$ cat config.mk
export PLATFORM = sky130hd
export DESIGN_NAME = wb_debug_mailbox
export DESIGN_NICKNAME = d
export VERILOG_FILES = /design/src/rtl/dbg_mbox_pkg.sv /design/src/rtl/dbg_mbox_fifo.sv /design/src/rtl/wb_debug_mailbox.sv
export SDC_FILE = /design/constraint.sdc
export NUM_CORES = 1
export LEC_CHECK = 0
export ABC_AREA = 0
export BUFFER_PORTS_ARGS = -buffer_cell sky130_fd_sc_hd__buf_4
export CORE_ASPECT_RATIO = 0.6
export CORE_UTILIZATION = 40
export CTS_CLUSTER_SIZE = 24
export DETAILED_ROUTE_END_ITERATION = 12
export PLACE_DENSITY = 0.57
export REMOVE_ABC_BUFFERS = 1
export SLEW_MARGIN = 10
export SYNTH_ARGS = -nofsm -noshare
export SYNTH_HDL_FRONTEND = slang
export SYNTH_SLANG_ARGS = --single-unit
$ cat constraint.sdc
create_clock -name wb_clk_i -period 5.7 [get_ports wb_clk_i]
set_input_delay 0 -clock wb_clk_i [delete_from_list [all_inputs] [get_ports wb_clk_i]]
set_output_delay 0 -clock wb_clk_i [all_outputs]
set_load 0.05 [all_outputs]
$ cat src/rtl/dbg_mbox_pkg.sv
// dbg_mbox_pkg
// Shared constants for the Wishbone debug mailbox: window base address,
// register offsets inside the two-word window, STATUS bit positions and a
// byte-lane masking helper.
// Optional feature macro used by the files importing this package:
//   DBG_MBOX_IRQ_EN - implements irq_en and the registered irq_o.
package dbg_mbox_pkg;

    // First word of the debug window; the wrapper gates wbs_cyc_i to it.
    localparam logic [31:0] WINDOW_BASE = 32'h300F_FFF8;

    // Offsets inside the window. Only bit 2 differs, so that is all we decode.
    localparam logic [2:0] STATUS_OFF = 3'd0;
    localparam logic [2:0] DATA_OFF   = 3'd4;

    // STATUS register bit positions (count sits in the low CNT_W bits).
    localparam int FULL_BIT   = 16;
    localparam int EMPTY_BIT  = 17;
    localparam int OVF_BIT    = 18;
    localparam int MBOX_V_BIT = 19;
    localparam int IRQ_EN_BIT = 24;

    // Keep selected byte lanes, zero the others.
    function automatic logic [31:0] apply_sel(input logic [31:0] d,
                                              input logic [3:0]  sel);
        logic [31:0] m;
        m = '0;
        for (int i = 0; i < 4; i++) begin
            m[i*8 +: 8] = sel[i] ? d[i*8 +: 8] : 8'h00;
        end
        return m;
    endfunction

endpackage

$ cat src/rtl/dbg_mbox_fifo.sv
// dbg_mbox_fifo
// Synchronous circular-buffer FIFO with first-word fall-through head.
// Ports:
//   clk_i, rst_i       clock, synchronous active-high reset (clears storage)
//   push_i, push_data_i push request and word
//   pop_i              pop request (ignored while empty)
//   head_o, valid_o    head word (0 while empty) and non-empty flag
//   full_o, empty_o    occupancy flags
//   count_o            occupancy 0..DEPTH
//   drop_o             push was refused because the FIFO was full
module dbg_mbox_fifo #(
    parameter int DEPTH = 8,
    parameter int CNT_W = $clog2(DEPTH) + 1
) (
    input  logic             clk_i,
    input  logic             rst_i,
    input  logic             push_i,
    input  logic [31:0]      push_data_i,
    input  logic             pop_i,
    output logic [31:0]      head_o,
    output logic             valid_o,
    output logic             full_o,
    output logic             empty_o,
    output logic [CNT_W-1:0] count_o,
    output logic             drop_o
);
    localparam int PTR_W = $clog2(DEPTH);

    logic [31:0]      mem_q [DEPTH];
    logic [PTR_W-1:0] wr_ptr_q, wr_ptr_d;
    logic [PTR_W-1:0] rd_ptr_q, rd_ptr_d;
    logic [CNT_W-1:0] count_q, count_d;
    logic             pop_ok;
    logic             push_ok;

    assign full_o  = (count_q == CNT_W'(DEPTH));
    assign empty_o = (count_q == '0);
    assign valid_o = ~empty_o;
    assign count_o = count_q;
    assign head_o  = empty_o ? 32'h0 : mem_q[rd_ptr_q];

    // A pop frees a slot in the same cycle, so a push into a full FIFO is
    // accepted when a real pop happens alongside it.
    assign pop_ok  = pop_i & ~empty_o;
    assign push_ok = push_i & (~full_o | pop_ok);
    assign drop_o  = push_i & ~push_ok;

    always_comb begin
        wr_ptr_d = wr_ptr_q;
        rd_ptr_d = rd_ptr_q;
        count_d  = count_q;
        if (push_ok) wr_ptr_d = wr_ptr_q + PTR_W'(1);
        if (pop_ok)  rd_ptr_d = rd_ptr_q + PTR_W'(1);
        count_d = count_q + CNT_W'(push_ok) - CNT_W'(pop_ok);
    end

    always_ff @(posedge clk_i) begin
        if (rst_i) begin
            wr_ptr_q <= '0;
            rd_ptr_q <= '0;
            count_q  <= '0;
            for (int i = 0; i < DEPTH; i++) mem_q[i] <= '0;
        end else begin
            wr_ptr_q <= wr_ptr_d;
            rd_ptr_q <= rd_ptr_d;
            count_q  <= count_d;
            if (push_ok) mem_q[wr_ptr_q] <= push_data_i;
        end
    end

endmodule

$ cat src/rtl/wb_debug_mailbox.sv
// wb_debug_mailbox
// Wishbone slave in the user-wrapper debug window (0x300FFFF8/0x300FFFFC).
// Firmware pushes words into a FIFO the bench drains (tb_*), and the bench
// posts a single word into a mailbox that firmware reads.
// Ports:
//   wb_clk_i, wb_rst_i     clock, synchronous active-high reset
//   wbs_*                  Wishbone slave (cyc pre-gated to the window,
//                          adr[2] selects STATUS(0)/DATA(1))
//   tb_valid_o, tb_data_o  FIFO non-empty and head word
//   tb_pop_i               bench pops the head
//   tb_mbox_we_i/data_i    bench writes the mailbox
//   irq_o                  mailbox interrupt
// Optional feature macro: DBG_MBOX_IRQ_EN (irq_en register and irq_o;
// without it irq_o is 0 and STATUS[24] reads 0).
//
// Handshake: a request is cyc & stb & ~ack. Every request is acked by a
// registered one-cycle pulse on the next edge; ack drops on the following
// edge even if stb is held, so each access takes two cycles. All side
// effects happen on the request edge, once per access. wbs_dat_o is
// registered with the request and is 0 whenever ack is low.
module wb_debug_mailbox
    import dbg_mbox_pkg::*;
#(
    parameter int DEPTH = 8
) (
    input  logic        wb_clk_i,
    input  logic        wb_rst_i,
    input  logic        wbs_cyc_i,
    input  logic        wbs_stb_i,
    input  logic        wbs_we_i,
    input  logic [3:0]  wbs_sel_i,
    input  logic [31:0] wbs_adr_i,
    input  logic [31:0] wbs_dat_i,
    output logic        wbs_ack_o,
    output logic [31:0] wbs_dat_o,
    output logic        tb_valid_o,
    output logic [31:0] tb_data_o,
    input  logic        tb_pop_i,
    input  logic        tb_mbox_we_i,
    input  logic [31:0] tb_mbox_data_i,
    output logic        irq_o
);
    localparam int CNT_W = $clog2(DEPTH) + 1;

    logic             ack_q, ack_d;
    logic [31:0]      dat_q, dat_d;
    logic             ovf_q, ovf_d;
    logic [31:0]      mbox_q, mbox_d;
    logic             mbox_v_q, mbox_v_d;

    logic             req;
    logic             sel_data;
    logic             wr_data, rd_data, wr_status;
    logic [31:0]      status;
    logic [31:0]      rdata;

    logic             f_full, f_empty, f_drop;
    logic [CNT_W-1:0] f_count;

    // Address bits other than bit 2 are fixed by the wrapper's window gating.
    logic unused_adr;
    assign unused_adr = ^{wbs_adr_i[31:3], wbs_adr_i[1:0]};

    assign req       = wbs_cyc_i & wbs_stb_i & ~ack_q;
    assign sel_data  = wbs_adr_i[2];   // DATA_OFF has bit 2 set, STATUS_OFF not
    assign wr_data   = req &  wbs_we_i &  sel_data;
    assign rd_data   = req & ~wbs_we_i &  sel_data;
    assign wr_status = req &  wbs_we_i & ~sel_data;

    dbg_mbox_fifo #(
        .DEPTH (DEPTH),
        .CNT_W (CNT_W)
    ) u_fifo (
        .clk_i       (wb_clk_i),
        .rst_i       (wb_rst_i),
        .push_i      (wr_data),
        .push_data_i (apply_sel(wbs_dat_i, wbs_sel_i)),
        .pop_i       (tb_pop_i),
        .head_o      (tb_data_o),
        .valid_o     (tb_valid_o),
        .full_o      (f_full),
        .empty_o     (f_empty),
        .count_o     (f_count),
        .drop_o      (f_drop)
    );

`ifdef DBG_MBOX_IRQ_EN
    logic irq_en_q, irq_en_d;
    logic irq_q;
`endif

    always_comb begin
        status                 = '0;
        status[CNT_W-1:0]      = f_count;
        status[FULL_BIT]       = f_full;
        status[EMPTY_BIT]      = f_empty;
        status[OVF_BIT]        = ovf_q;
        status[MBOX_V_BIT]     = mbox_v_q;
`ifdef DBG_MBOX_IRQ_EN
        status[IRQ_EN_BIT]     = irq_en_q;
`endif
    end

    assign rdata = sel_data ? mbox_q : status;

    always_comb begin
        ack_d    = req;
        dat_d    = (req & ~wbs_we_i) ? rdata : 32'h0;

        // A clear and a drop cannot coincide: one access per request edge.
        ovf_d    = ovf_q;
        if (wr_status && wbs_sel_i[2] && wbs_dat_i[OVF_BIT]) ovf_d = 1'b0;
        if (f_drop) ovf_d = 1'b1;

        // A bench write in the same cycle as a firmware read wins, so the
        // fresh word is not lost.
        mbox_d   = mbox_q;
        mbox_v_d = mbox_v_q;
        if (tb_mbox_we_i) begin
            mbox_d   = tb_mbox_data_i;
            mbox_v_d = 1'b1;
        end else if (rd_data) begin
            mbox_v_d = 1'b0;
        end
    end

    always_ff @(posedge wb_clk_i) begin
        if (wb_rst_i) begin
            ack_q    <= 1'b0;
            dat_q    <= '0;
            ovf_q    <= 1'b0;
            mbox_q   <= '0;
            mbox_v_q <= 1'b0;
        end else begin
            ack_q    <= ack_d;
            dat_q    <= dat_d;
            ovf_q    <= ovf_d;
            mbox_q   <= mbox_d;
            mbox_v_q <= mbox_v_d;
        end
    end

    assign wbs_ack_o = ack_q;
    assign wbs_dat_o = dat_q;

`ifdef DBG_MBOX_IRQ_EN
    always_comb begin
        irq_en_d = irq_en_q;
        if (wr_status && wbs_sel_i[3]) irq_en_d = wbs_dat_i[IRQ_EN_BIT];
    end

    // Registered from next-state values so irq_o always equals
    // irq_en & mbox_valid as seen in STATUS.
    always_ff @(posedge wb_clk_i) begin
        if (wb_rst_i) begin
            irq_en_q <= 1'b0;
            irq_q    <= 1'b0;
        end else begin
            irq_en_q <= irq_en_d;
            irq_q    <= irq_en_d & mbox_v_d;
        end
    end

    assign irq_o = irq_q;
`else
    assign irq_o = 1'b0;
`endif

endmodule

==> run summary <==
Grt ovf: 0
Clock sinks: 336
Synth top area cells: edfxtp_1 55%, dfxtp_1 11%, mux4_2 10%
Die H: 147.1 um
Clock Path Buffers: 3
Fin nets: 1328
Total negative slack: 0 ns
Via Count: 8949
Synth-to-layout area growth: 25.33%
Port bufs: 141
Avg Inst Size Synth: 13.95 um2
Commonest non-fill, non-tap cells in the layout: 256 x edfxtp_1, 211 x nor2_1, 159 x buf_4
Asr flop ratio synth: 0
Max-slew headroom at the worst pin: 0.2050
Crit path kind: register to register
Final ANT Viol Nets: 0
Final Cycle Share: 0.6180
First-pass GRT wire length: 55340 um
Die ar.: 0.03586 mm2
Commonest non-fill, non-tap cell in the layout: edfxtp_1
DR WL/cell: 21.36 um
Crit start category: register
Arr. time, crit path: 3.71 ns
Max-Cap Viols: 0
Share of cells above drive strength 1: 0.2435
Starting DRC count in detailed routing: 679
Pin count of the biggest net entering global routing: 65
Synth warnings: 0
H-Tree Depth: 2
PwrDens: 369.8 mW/mm2
Ports: 174
Flops & latches, synth: 336
Top-area cell type share of the netlist area: 0.5478
Initial antenna violation count: 0
Initial Utilization: 0.4116
RSZ-0062 raised after global routing: false
Worst r2r src: u_fifo.count_o[2]
Cell Rows: 52
Ant diodes: 0
DR vias/cell: 5.280
DP Wirelength: 20050 um
Total CTS buffers: 34
Die width: 243.8 um
Area after DPL: 0.01560 mm2
Postcts setup bufs: 0
Max Clk Rate: 0.2839 GHz
Measured slew at the worst slew-check pin: 1.192 ns
Fin. max-slew vios: 0
Fillcell total: 2890
Final hold violations: 0
Peak VDD IR: 0.2521 mV
Placeable Area: 0.03409 mm2
PostCTS Resize Cnt: 0
CTS tree: built
Mapped Cells: 1006
Critical Path RT: 5.89 ns
Tmin final: 3.523 ns
Ys flop type: edfxtp_1
Clk_skew: 0.01173 ns
Status: completed
Critical path capture point type: register
Post-synth top area cell: edfxtp_1
Design Area, Final: 0.01759 mm2
Clk root buf: clkbuf_16
Gr usage total: 0.2052
Routability cong.: 0.6774
Leak pwr: 6.486 nW
Clock-pin transition on the worst setup and hold timing paths: 0.06 ns
Post-synth EDFFs: 256
Vias in the first global route: 9153
Cell area after synthesis: 0.01403 mm2
Hold path start: wbs_dat_i[12]
# setup viols final: 0
Crit Path Max Fanout: 17
CP Launch Point: u_fifo.count_o[2]
DR pass1 iterations: 4
Skew-Pair Late Insertion Delay: 0.52 ns
Routed WL: 36200 um
Worst Hold Class: primary input to register
DRC viols: 0
Synth cell types: 50
Sequential share of the synthesized area: 0.6620
-- sequential cells by signal, summed over array words and instances (netlist names), named ones only --
signal and count:
u_fifo.count_o 4, mbox_v_q 1, u_fifo.wr_ptr_q 3, mbox_q 32, u_fifo.rd_ptr_q 3, wbs_ack_o 1
u_fifo.mem_q 256, wbs_dat_o 32, ovf_q 1
-- metrics by stage --
step	worst slack (ns)	util	hold WS (ns)	power [mW]	cells
5_1_grt	1.974	0.5159	0.03421	6.754	1695
3_5_place_dp	2.123	0.4574	0.2428	4.345	1543
2_1_floorplan	0.7644	-	0.06669	3.875	925
4_1_cts	2.155	0.5159	0.002254	6.566	1695
6_report	2.177	0.5159	0.004365	6.504	1695
3_3_place_gp	2.186	0.4574	0.2341	4.334	1543
-- area by class of cell --
| type | count | area [um2] | share of cell area |
|---|---|---|---|
| clock buffers | 56 | 1052 | 0.05983 |
| clock inverters | 4 | 18.77 | 0.001067 |
| inverters | 14 | 52.55 | 0.002988 |
| multi-input cells | 575 | 4481 | 0.2548 |
| flip-flops and latches | 336 | 9294 | 0.5285 |
| well taps | 459 | 574.3 | 0.03266 |
| repair buffers | 251 | 2115 | 0.1202 |
-- Yosys cell counts, types with 7 or more instances --
library cell and number:
nor2_1 212, inv_1 12, dfxtp_1 80, mux4_2 64
nand2_1 37, buf_1 7, buf_2 36, edfxtp_1 256
nor3_1 92, clkbuf_1 34, ha_1 8, a22o_1 32
and2_1 25, mux2i_1 41
-- per-layer routing --
layer / wire length (um) / GRT usage / vias to the layer above
met5: 0 / 0 / -
met4: 453 / 0.04125 / 0
met3: 2467 / 0.04220 / 35
met2: 16440 / 0.3139 / 257
met1: 16840 / 0.3035 / 4531
li1: - / - / 4126
-- worst paths after layout --
check,end,slack (ns),depth (start not counted)
setup / recovery,u_fifo.mem_q[0][27],2.18,6
hold / removal,u_fifo.mem_q[0][12],0.004,3
setup reg to reg,u_fifo.mem_q[0][27],2.18,6
hold reg to reg,wbs_dat_o[4],0.45,1
-- critical path, stage by stage (launching register included) --
cell and delay (ns):
dfxtp_1 0.33, inv_1 0.08, ha_1 0.21, or3b_1 0.68
o211ai_2 0.33, o31ai_4 1.05, buf_4 0.49
-- kinds of logic after synthesis --
group                      share of synthesized area
other                                      0.0002672
and+or+nand+nor                               0.1255
buffers and inverters                        0.03023
adders and majority gates                   0.008560
xor gates and xnor gates                   0.0006243
DFF                                           0.6620
AOI/OAI and AO/OA                            0.03843
muxes                                         0.1344
-- power by group --
part           leakage, nW  internal, mW  switching [mW]
combinational         2.65         0.587           0.905
clock                0.534          1.26           0.916
sequential            3.30          2.73           0.105
-- repair_timing --
| action | in CTS | in global routing |
|---|---|---|
| hold buffers | 92 | 0 |
| setup endpoints to repair | 0 | 0 |
| endpoints found under the hold margin | 180 | 0 |
No activity file was read; power rests on OpenSTA's default activity.
